$ cat config.mk
export PLATFORM = sky130hd
export DESIGN_NAME = fifo_wr_ctrl
export DESIGN_NICKNAME = d
export VERILOG_FILES = /design/src/rtl/fifo_wr_ctrl.sv
export SDC_FILE = /design/constraint.sdc
export NUM_CORES = 1
export LEC_CHECK = 0
export ABC_AREA = 1
export CAP_MARGIN = 10
export CORE_MARGIN = 5
export CORE_UTILIZATION = 34
export CTS_CLUSTER_SIZE = 30
export DETAILED_ROUTE_END_ITERATION = 8
export GPL_ROUTABILITY_DRIVEN = 0
export PLACE_DENSITY_LB_ADDON = 0.12
export REMOVE_ABC_BUFFERS = 1
export SYNTH_ARGS = -nofsm -noshare
export SYNTH_HDL_FRONTEND = slang
export SYNTH_SLANG_ARGS = --single-unit
$ cat constraint.sdc
create_clock -name clk -period 1.3 [get_ports clk]
set_input_delay 0.26 -clock clk [delete_from_list [all_inputs] [get_ports clk]]
set_output_delay 0.26 -clock clk [all_outputs]
set_load 0.05 [all_outputs]
$ cat src/rtl/fifo_wr_ctrl.sv
// Write-domain pointer/flag controller for the UART async FIFO.
// Optional level/almost-full logic is built only when FIFO_WR_LEVEL_EN is defined.
module fifo_wr_ctrl #(
    parameter int DATA_WIDTH   = 8,
    parameter int ADDR_WIDTH   = 3,
    parameter int AFULL_THRESH = 6
) (
    input  logic                  clk,
    input  logic                  rst,
    input  logic                  wr_inc,
    input  logic [DATA_WIDTH-1:0] wr_data,
    input  logic [ADDR_WIDTH:0]   sync_rd_ptr,
    input  logic                  ovf_clr,
    output logic                  wr_en_mem,
    output logic [ADDR_WIDTH-1:0] wr_addr,
    output logic [DATA_WIDTH-1:0] wr_data_mem,
    output logic [ADDR_WIDTH:0]   wr_gray_ptr,
    output logic                  full,
    output logic                  almost_full,
    output logic [ADDR_WIDTH:0]   wr_level,
    output logic                  overflow
);

    localparam int PW = ADDR_WIDTH + 1;

    logic [PW-1:0] wbin_q, wbin_d;
    logic [PW-1:0] wgray_q, wgray_d;
    logic [PW-1:0] rd_full_cmp;
    logic          full_q, full_d;
    logic          ovf_q, ovf_d;
    logic          accept;

    // Decision is taken on the registered flag; an in-reset request never strobes.
    assign accept = wr_inc && !full_q && rst;

    assign wbin_d  = accept ? wbin_q + PW'(1) : wbin_q;
    assign wgray_d = wbin_d ^ (wbin_d >> 1);

    // Full when the write pointer is exactly one lap ahead of the read pointer.
    assign rd_full_cmp = {~sync_rd_ptr[PW-1:PW-2], sync_rd_ptr[PW-3:0]};
    assign full_d      = (wgray_d == rd_full_cmp);

    always_comb begin
        ovf_d = ovf_q;
        if (ovf_clr)
            ovf_d = 1'b0;
        if (wr_inc && full_q)
            ovf_d = 1'b1;
    end

    always_ff @(posedge clk or negedge rst) begin
        if (!rst) begin
            wbin_q  <= '0;
            wgray_q <= '0;
            full_q  <= 1'b0;
            ovf_q   <= 1'b0;
        end else begin
            wbin_q  <= wbin_d;
            wgray_q <= wgray_d;
            full_q  <= full_d;
            ovf_q   <= ovf_d;
        end
    end

`ifdef FIFO_WR_LEVEL_EN
    localparam logic [PW-1:0] AF_TH = PW'(AFULL_THRESH);

    logic [PW-1:0] rbin;
    logic [PW-1:0] level_q, level_d;
    logic          afull_q, afull_d;

    always_comb begin
        rbin = '0;
        for (int i = 0; i < PW; i++)
            rbin[i] = ^(sync_rd_ptr >> i);
    end

    // Read pointer lags through the synchronizer, so this over-reports, never under.
    assign level_d = wbin_d - rbin;
    assign afull_d = (level_d >= AF_TH);

    always_ff @(posedge clk or negedge rst) begin
        if (!rst) begin
            level_q <= '0;
            afull_q <= 1'b0;
        end else begin
            level_q <= level_d;
            afull_q <= afull_d;
        end
    end

    assign wr_level    = level_q;
    assign almost_full = afull_q;
`else
    assign wr_level    = '0;
    assign almost_full = 1'b0;
`endif

    assign wr_en_mem   = accept;
    assign wr_addr     = wbin_q[ADDR_WIDTH-1:0];
    assign wr_data_mem = wr_data;
    assign wr_gray_ptr = wgray_q;
    assign full        = full_q;
    assign overflow    = ovf_q;

endmodule

==> results by stage, run 1 <==
Yosys:
- The average cell area after synthesis is 7.325 um^2.
- The flop and latch count out of synthesis is 9.
- The sequential area share after synthesis is 32.03%.
- The warning count from the yosys run is 0.
- The number of different library cells used by synthesis comes to 17.
- In the synthesized netlist, the number of instances is 96.
- The post-synthesis instance area is 703.2 um^2.

Finish:
- The most common cell after layout, fill and taps aside is nand2_1.
- The share of layout cells above drive strength 1 is 48.36%.
- The post-route standard cell area excluding fillers is 1152 um^2.
- In the final design database the tool counted 140 nets.
- The number of antenna cells inserted is 0.
- In the layout the commonest cells are nand2_1 (23), nand2_2 (11), buf_12 (11), inv_1 (10), buf_4 (8).
- Relative to the synthesized area, the layout overhead comes to 63.88%.

Timing:
- Between clock sinks in the finished design, the worst skew comes to 11.25 ps.
- Setup repair after global routing could not meet its margin everywhere.
- Setup violations remaining at the end of the flow were counted as 2.
- Counting I/O delays and the setup requirement, the final critical path takes 1354 ps.
- The number of pins with negative max-slew slack in the final report is 0.
- The minimum hold slack is 122.9 ps.
- The hold violation count in the final report came to 0.
- After layout, the worst setup slack is -54.33 ps.
- The portion of the clock cycle consumed by the worst path in the final layout is 104.2%.
- The achievable frequency is 738.4 MHz.

Power:
- The worst supply voltage drop on vdd is 0.001384 V.
- The power consumption is 3125 uW.
- The leakage power total is 0.0005814 uW.
- The cell area power density is 2712 nW/um^2.

Placed design:
- During placement, the flow inserted port buffers numbering 17.
- The worst slack at placement is -445.4 ps.
- Summed over all nets, the half-perimeter wirelength after detailed placement is 1267 um.
- The instance area at placement is 1007 um^2.

Critical path:
- The slowest stage of the critical path is the dfrtp_1 cell.
- The reg-to-reg endpoint is full.
- The critical path class is register to register.
- The critical path goes through ha_4, inv_2, nand2_1, nand2_1, nand2_2, nand2_4, nand3_1, nand3_2, nand3_2, nor2_1.
- The kind of capture point of the worst setup path is a register.
- The worst setup path is launched from a register.
- STA puts the critical path data required time at 1490 ps.
- The number of cells on the worst reg-to-reg path is 10.
- The maximum fanout count along the critical path is 4.
- The worst-case register-to-register setup slack is -50 ps.
- Data on the critical path arrives at its endpoint at 1540 ps.
- On the worst path, the slowest cell contributes a delay of 420 ps.
- The launch point of the worst reg-to-reg path is wbin_q[1].

Route:
- The pre-antenna-repair detailed-routing pass consisted of 2 iterations.
- After detailed routing, the total wire length is 1557 um.
- The total vias in the final route is 661.
- The wire length per cell is 10.45 um.
- In the routed design, unresolved DRC markers number 0.
- Dividing the detail-routed via count by the number of cells gives 4.436.
- The count of nets left with antenna violations once routing finished came out at 0.
- The number of violations reported at the end of detailed-routing iteration 0 is 1.

Clock network:
- The clock passes through at most 2 buffers.
- CTS built an H-tree with a depth of 1.
- CTS saw 9 sinks.
- The clock tree root driver cell is clkbuf_4.
- The clock latency on the worst-skew pair is 260 ps.
- The number of hold buffers added after CTS was 0.
- The clock-pin slew on the worst setup and hold paths is 60 ps.
- Clock tree synthesis inserted a total of 3 buffers.
- The CTS tree is built.

GRT:
- The initial antenna violation count is 0.
- The number of global-route vias before repair came to 648.
- Global routing finished with a remaining overflow of 0.
- The global-route total usage across every layer is 11.00%.
- The maximum number of pins on one net before global-route repair is 10.
- The global-route wire length before repair is 2773 um.

Floorplanning:
- In this run the horizontal extent of the chip is 55.48 um.
- The count of pins on the block boundary is 39.
- From bottom edge to top edge, the die measures 55.48 um.
- The initialized floorplan defines 16 standard-cell rows.
- The standard cell core area is 1962 um^2.
- For this configuration, the core starts out at a cell density of 35.84%.
- The die covers 3077 um^2.

Hold path:
- The worst hold-check path type is input port to async pin.

Status:
- The flow ran to the end, but the final reports show violations.
- The checks that failed: negative setup slack.

Job:
- The count of max-cap constraint violations is 0.
## through the flow
step / cells / util, % / setup TNS [ps]
final: 149 / 58.74 / -89.69
after detailed placement: 142 / 51.34 / -2293
after global routing: 149 / 58.74 / -307.4
after floorplan: 87 / - / -1230
after global placement: 142 / 51.34 / -2348
after CTS: 148 / 55.42 / -81.09
## cell families (layout without fill, tap and decap cells)
group,count (synthesis),in the layout,share of synthesized area [%]
other,1,5,0.5333
buffers and inverters,28,50,22.24
and+or+nand+nor,56,56,42.70
AOI/OAI and AO/OA,1,1,0.7111
adders and majority gates,1,1,1.779
DFF,9,9,32.03
## metal layers
| metal | track usage [%] | vias up | part of all wire, % |
|---|---|---|---|
| li1 | - | 332 | - |
| met1 | 12.71 | 300 | 40 |
| met2 | 17.57 | 29 | 52 |
| met3 | 6.527 | 0 | 8.0 |
| met4 | 2.083 | 0 | 0 |
| met5 | 0 | - | 0 |
## area by class of cell
type | instances | area, um^2
Multi-Input combinational cell | 63 | 400.4
Sequential cell | 9 | 227.7
Clock buffer | 3 | 22.52
Clock inverter | 1 | 5.005
Timing Repair Buffer | 31 | 404.1
Fill cell | 197 | 809.5
Tap cell | 27 | 33.78
Inverter | 15 | 58.81
## cell usage after synthesis
master   number  share of area, %
nor2_1        1              0.53
buf_4        13                14
nand4_1       2               1.8
inv_2         2               1.1
nand2_4       2               3.2
nand2_1      26                14
inv_4         1              0.89
nand2_2       9               8.0
nor2_8        1               2.8
nand3_1      13               9.3
nand4_2       1               1.8
o21ai_0       1              0.71
inv_1        12               6.4
conb_1        1              0.53
nand3_2       1               1.4
dfrtp_1       9                32
ha_1          1               1.8
## registers in the layout, indices dropped and copies added, names as in the netlist
register / cells
full: 1
overflow: 1
wr_gray_ptr: 3
wbin_q: 4
## worst max-delay path by stage
stage	slack, ps	startpoint	to	cells after the start
after global routing	-160	wbin_q[1]	full	10
after CTS	-50	wbin_q[1]	full	12
final	-50	wbin_q[1]	full	10
after detailed placement	-450	wr_inc	full	10
after global placement	-450	wr_inc	full	10
after floorplan	-370	wbin_q[0]	full	9
## power by group
part | leakage (uW) | switching [uW] | internal [uW]
sequential | 0.000107 | 151 | 414
clock | 0.0000177 | 92.0 | 113
combinational | 0.000457 | 1270 | 1080
total | 0.000581 | 1510 | 1610
## repair_timing
item / CTS / global route
pin swaps: 4 / 7
buffers inserted: 2 / 1
setup endpoints to repair: 5 / 7
endpoints found under the hold margin: 0 / 0
resized for setup: 10 / 14
## worst max-delay path: cells and delay by family (launching register included)
| kind | cells | cell delay [ps] |
|---|---|---|
| DFF | 1 | 420 |
| buffers and inverters | 1 | 40 |
| adders and majority gates | 1 | 180 |
| and+or+nand+nor | 8 | 640 |
Power figures use the tool's default switching activity.
==> run 2: changes to the inputs <==
ABC_AREA = not set   (was 1)
CORE_UTILIZATION = 33   (was 34)
==> run 2 against run 1 <==
Against the previous run:
- the run still ends with negative setup slack left
- total power is 13% higher
- critical path type unchanged
- highest routed layer is now met4
- via count is 7.9% lower
- die area is 1.7% lower
- cell area is 0.22% higher
- routed wire length is 20% higher
- hold slack worse by 52 ps
- fmax is 14% lower
- largest cell class unchanged
==> results by stage, run 2 <==
Timing:
- The portion of the clock cycle consumed by the worst path in the final layout is 120.9%.
- The clock period minus worst slack is 1571 ps.
- The total negative setup slack is -684.3 ps.
- Across all setup checks in the final design, the least slack found is -271.3 ps.
- Setup repair after global routing could not meet its margin everywhere.
- Derived from the worst setup path, the maximum achievable clock frequency is 636.4 MHz.
- The setup skew after layout is 1.926 ps.
- The hold violation count in the final report was 0.
- The total setup violations reported at the end of the flow is 6.
- The number of pins with negative max-slew slack in the final report is 0.

Floorplanning:
- The effective utilization at floorplan is 34.41%.
- The overall die area is 3024 um^2.
- From bottom edge to top edge, the die measures 55.00 um.
- After floorplanning, the core was sized to cover 1942 um^2.
- The die span in x is 55.00 um.
- The floorplan row count is 16.
- The count of pins on the block boundary is 39.

GRT:
- The number of global-route vias before repair is 616.
- The global-route total usage across every layer is 14.55%.
- The global-route wire length before repair is 2994 um.
- Entering global routing, the biggest net connects 12 pins.
- The initial antenna violation count came to 0.
- The total grt overflow is 0.

Clock network:
- The clock tree root driver cell is clkbuf_4.
- The clock net sink count is 9.
- In this run the deepest clock path goes through 2 buffers.
- After clock tree synthesis, the flow added hold-fix buffers numbering 0.
- The number of H-tree levels is 1.
- The clock buffer count from CTS is 3.
- The CTS tree is built.
- The clock-pin slew on the worst setup and hold paths is 60 ps.
- The clock latency on the worst-skew pair is 260 ps.

Finish:
- At the end of the flow, the number of nets in the layout was 121.
- The number of filler cells placed in the layout is 175.
- Leaving out fill and tap cells, the most frequent cell in the layout is buf_4.
- The number of flip-flops under the largest register name is 4.
- In the final layout, the share of cells above drive strength 1 is 45.63%.
- The finished layout holds 130 standard cells, fillers aside.
- Relative to the synthesized area, the layout overhead comes to 72.85%.
- The multi-input combinational cells in the finished layout cover a total of 376.6 um^2.
- The library cells used most frequently in the layout, excluding fill and tap cells, are buf_4 (16), buf_12 (10), dfrtp_1 (9), buf_6 (8).
- The post-route standard cell area excluding fillers is 1155 um^2.
- The area of all sequential standard cells is 225.2 um^2.
- The number of antenna cells inserted is 0.
- Ranked by flip-flop count, first place goes to wbin_q.

Yosys:
- The average cell area after synthesis is 9.545 um^2.
- In the post-synthesis netlist, the biggest area contributors are dfrtp_1 (34%), buf_4 (15%), xnor2_1 (9.2%), xor2_1 (6.6%), xnor3_1 (3.4%).
- In this run the biggest area consumer among cell types represents 33.71% of the synthesized area.
- In this run, synthesis produced a sequential element count of 9.
- The count of flip-flops with a built-in enable after synthesis is 0.
- Synthesis handed over a netlist of 70 instances.
- In the post-synthesis netlist, the cell with the most instances is buf_4.
- Counting flops with an async set or reset pin after synthesis yields a share of 100.0%.
- Counting instances in the post-synthesis netlist gives the leading cell types as buf_4 (13), dfrtp_1 (9), xnor2_1 (7).
- The sequential area share after synthesis is 33.71%.
- For this run, the leading register cell type out of synthesis is dfrtp_1.
- dfrtp_1 takes more of the synthesized area than any other cell.
- The warning count from the yosys run is 0.
- After synthesis, the netlist uses 28 different library cells.
- The mapped netlist covers 668.1 um^2.

Power:
- The reported net switching power is 1534 uW.
- The leakage power total is 0.0005306 uW.
- Of the total power, the share spent switching nets is 43.47%.
- The share of total power dissipated in the clock network is 6.2%.
- VDD sags by at most 0.001681 V.
- The internal power consumption is 1994 uW.
- In this run the power density over the cells is 3055 nW/um^2.
- The register share of total power is 15.2%.
- Combinational logic is responsible for 78.7% of the overall power.

Critical path:
- The kind of capture point of the worst setup path is a register.
- The critical path is of the register to register type.
- For the worst setup path, the data arrival time is 1740 ps.
- Along the worst path, the maximum fanout reaches 2.
- The sort of element at the start of the critical path is a register.
- The critical path buffer and inverter count is 0.
- In this run the register-to-register setup slack is -270 ps.
- The critical path goes through ha_4, xor2_1, a311o_1, a31o_1, nor4b_2.
- STA puts the critical path data required time at 1470 ps.
- The startpoint identified for the worst register-to-register timing path is wbin_q[1].
- The cell family contributing the most delay on the critical path is compound AO/OA/AOI/OAI gates.
- The most critical setup path has its startpoint at wbin_q[1].
- The slowest stage cell on the critical path is dfrtp_1.
- The largest incremental delay on the critical path is 420 ps.

Route:
- The total vias in the final route is 609.
- The number of nets with antenna violations after detailed routing is 0.
- The DRC violations left is 0.
- The detailed router finished its first iteration with 10 violations.
- The pre-antenna-repair detailed-routing pass consisted of 4 iterations.
- The total wirelength of the detailed-routed design is 1871 um.
- The number of vias per cell is 4.685.
- The wire length per cell is 14.39 um.

Placed design:
- OpenSTA, run right after detailed placement, puts the worst setup slack at -474.8 ps.
- Once detailed placement completed, the half-perimeter wirelength came to 1263 um.
- Port buffering added 17 buffers.
- Summing all placed instances gives a cell area of 988.4 um^2.
- Counting tap cells, the placed design contains a total of 117 instances.

Status:
- The final reports fail on negative setup slack.
- The run finished, with violations left.

Job:
- The tool flagged a number of max-cap violations equal to 0.

Hold path:
- The worst hold-check path type is input port to async pin.
## run 2: cell count changes in the layout (fill, tap and decap cells not counted), sizes merged, moves of 2 or more
cell	delta
nand2	-32
nand3	-14
nand3b	+2
nand4	-2
a21oi	+3
buf	+10
a31oi	+2
inv	-11
xor2	+5
xnor2	+7
## run 2: final cells by class
cell class                      count  share of cell area (%)
Clock buffer                        4                   2.275
Inverter                            4                   1.300
Multi-Input combinational cell     45                   32.61
Sequential cell                     9                   19.50
Tap cell                           27                   2.925
Timing Repair Buffer               41                   41.39
## run 2: power by group through the flow
stage               clock network, uW  registers (uW)  logic [uW]
floorplan                           0            1030         773
global placement                    0             524        2350
detailed placement                  0             532        2350
CTS                               231             531        2680
global route                      251             546        2930
finish                            218             535        2780
## run 2: what timing repair did
| action | in CTS | in global routing |
|---|---|---|
| pin swaps | 9 | 5 |
| gates cloned | 0 | 0 |
| resized for setup | 10 | 7 |
| endpoints found under the setup margin | 6 | 10 |
| setup buffers | 11 | 1 |
## run 2: cells by family (layout without fill, tap and decap cells)
family | Yosys count | in the layout | synth area share, %
buffers and inverters | 20 | 49 | 18.91
AO/OA/AOI/OAI | 13 | 13 | 13.30
XOR/XNOR | 13 | 13 | 19.10
AND/OR/NAND/NOR | 12 | 12 | 11.05
flip-flops | 9 | 9 | 33.71
adder cells (fa/ha/maj) | 1 | 1 | 1.872
other | 1 | 5 | 0.5613
multiplexers | 1 | 1 | 1.498
## run 2: worst paths after layout
path,to,cells after the start
max in group asynchronous,wr_gray_ptr[2],2
hold / removal,full,2
setup reg to reg,full,5
setup / recovery,full,5
hold reg to reg,overflow,2
min in group clk,overflow,4
## run 2: per-stage QoR
stage          hold WS (ps)  util, %  total power (uW)
3_3_place_gp          520.5    50.90              2872
4_1_cts               58.60    58.18              3442
3_5_place_dp          520.5    50.90              2885
2_1_floorplan        -35.59        -              1802
5_1_grt               59.64    59.47              3727
6_report              70.37    59.47              3528
## run 2: metal layers
layer  wire length, um  up-vias  GRT usage (%)
li1                  -      283              -
met1               741      290          17.02
met2               921       34          22.24
met3               181        2          5.898
met4                27        0          8.502
met5                 0        -              0
## run 2: worst reg2reg max path, stage by stage, from the launching register on
cell and delay, ps:
dfrtp_1 420, ha_4 260, xor2_1 150, a311o_1 270, a31o_1 190, nor4b_2 200
==> run 3: changes to the inputs <==
REMOVE_ABC_BUFFERS = not set   (was 1)
==> run 3 against run 2 <==
Against the previous run:
- sequential share of layout area increased by 1.1 points
- via count decreased by 6.2%
- critical path depth unchanged
- clock power decreased by 6%
- the flow still finishes with violations (negative setup slack)
- non-clock buffer count decreased by 5
- first-iteration DRC count decreased by 50%
- critical path type unchanged
==> results by stage, run 3 (same netlist as run 2, synthesis figures left out) <==
Finish:
- The most common cell after layout, fill and taps aside is buf_4.
- More flip-flops sit in one register than any other, and that register is wbin_q.
- The register with the most flip-flops in the layout has 4 of them.
- Compared with the post-synthesis result, the final layout area differs by 67.60%.
- The post-route standard cell area excluding fillers is 1120 um^2.
- In the final layout, the share of cells above drive strength 1 is 48.98%.
- Measured on the finished design, the core utilization comes to 57.67%.
- The final layout contains 116 nets.
- In the layout the commonest cells are buf_4 (14), buf_12 (10).
- The final non-filler cell total is 125.
- The number of antenna diodes in the final layout is 0.

Timing:
- The achievable frequency is 609.5 MHz.
- The total setup violations reported at the end of the flow is 4.
- In the post-route analysis, the smallest setup slack over all paths is -340.8 ps.
- After layout, the worst path uses 126.2% of the clock period.
- The clock period minus worst slack is 1641 ps.
- The hold violation count in the final report is 0.
- The minimum hold slack is 162.4 ps.
- The number of pins with negative max-slew slack in the final report was 0.
- For the final database, setup skew stands at 2.587 ps.
- Setup repair after global routing could not meet its margin everywhere.

Clock network:
- The clock-pin slew on the worst setup and hold paths is 60 ps.
- The clock buffer count from CTS is 3.
- TritonCTS built the clock tree.
- The clock net in this run drives a total of 9 sinks.
- The clock tree root driver cell is clkbuf_4.
- The number of buffers added to fix hold violations after cts is 0.
- The clock latency on the worst-skew pair is 250 ps.
- The number of H-tree levels is 1.
- The maximum number of buffers from clock root to sink is 2.

Placed design:
- The instance area at placement is 1031 um^2.
- The half-perimeter wire length after placement is 1215 um.
- In this run the tool buffered the top-level ports with 17 buffer cells.
- The total placed cells including tap cells is 120.

Critical path:
- STA puts the critical path data arrival time at 1790 ps.
- The maximum fanout count along the critical path is 2.
- STA classifies the critical path endpoint as a register.
- The number of cells on the worst reg-to-reg path is 5.
- The worst setup path is launched from a register.
- The worst endpoint required time is 1450 ps.
- The critical path class is register to register.

Power:
- The leakage power total is 0.0004978 uW.
- The cell area power density is 2975 nW/um^2.
- Total power for the finished layout comes to 3332 uW.
- VDD sags by at most 0.001261 V.

Job:
- The count of max-cap constraint violations is 0.

Floorplanning:
- The die span in x is 55.00 um.
- The core region is 1942 um^2.
- 39 I/O pins were placed.
- The effective utilization at floorplan is 34.41%.
- The floorplan step set the die height to 55.00 um.
- The die covers 3024 um^2.
- The floorplan row count is 16.

Hold path:
- The worst hold-check path type is input port to async pin.

Route:
- The DRC violations left is 0.
- The routed design has 1511 um of wire.
- After the first detailed-routing iteration, the DRC count stood at 5.
- The number of vias per cell is 4.568.
- The number of nets with antenna violations after detailed routing is 0.
- The wire length per cell is 12.09 um.
- The first detailed-routing pass ran for 4 iterations.
- The total vias in the final route is 571.

Status:
- The run finished, with violations left.
- The checks that failed: negative setup slack.

GRT:
- The number of global-route vias before repair came to 555.
- The global-route wire length before repair is 2256 um.
- The maximum number of pins on one net before global-route repair is 12.
- The total grt overflow is 0.
- For this run, the total global-route usage over all layers was measured as 10.53%.
- The initial antenna violation count is 0.
## run 3: layout make-up
class	instances	area (um^2)
fill	165	822.0
multi-input combinational	45	382.9
timing repair buffer	36	429.2
clock buffer	4	26.28
sequential	9	230.2
inverter	4	17.52
tap	27	33.78
## run 3: power breakdown
group | total [uW] | switching, uW | internal, uW
clock | 206 | 88.3 | 118
sequential | 546 | 118 | 428
combinational | 2580 | 1250 | 1330
## run 3: worst paths after layout
kind                              to  slack, ps  startpoint
min in group clk            overflow        490      wr_inc
max reg2reg                     full       -340   wbin_q[1]
max in group asynchronous  wbin_q[2]        990         rst
min reg2reg                 overflow        580    overflow
min                         overflow        160         rst
max                             full       -340   wbin_q[1]
## run 3: per-layer routing
layer  share of wire (%)  vias to the layer above  track usage (%)  wire (um)
li1                    -                      276                -          -
met1                  38                      273            10.67        569
met2                  51                       20            18.70        773
met3                  10                        2            3.217        156
met4                0.79                        0            6.478         12
met5                   0                        -                0          0
## run 3: what timing repair did
item,4_1_cts,5_1_grt
pin swaps,2,5
setup buffers,0,2
endpoints found under the setup margin,5,8
resized for setup,7,8
## run 3: per-stage QoR
step | setup TNS [ps] | worst slack, ps
finish | -651.3 | -340.8
floorplan | -1068 | -419.0
global route | -1105 | -431.3
global placement | -1814 | -400.1
detailed placement | -1926 | -442.5
CTS | -625.6 | -361.4
## run 3: critical path: stages, from the launching register on
cell and delay [ps]:
dfrtp_2 420, ha_4 250, xor2_1 150, a311o_1 270, a31o_1 240, nor4b_2 210
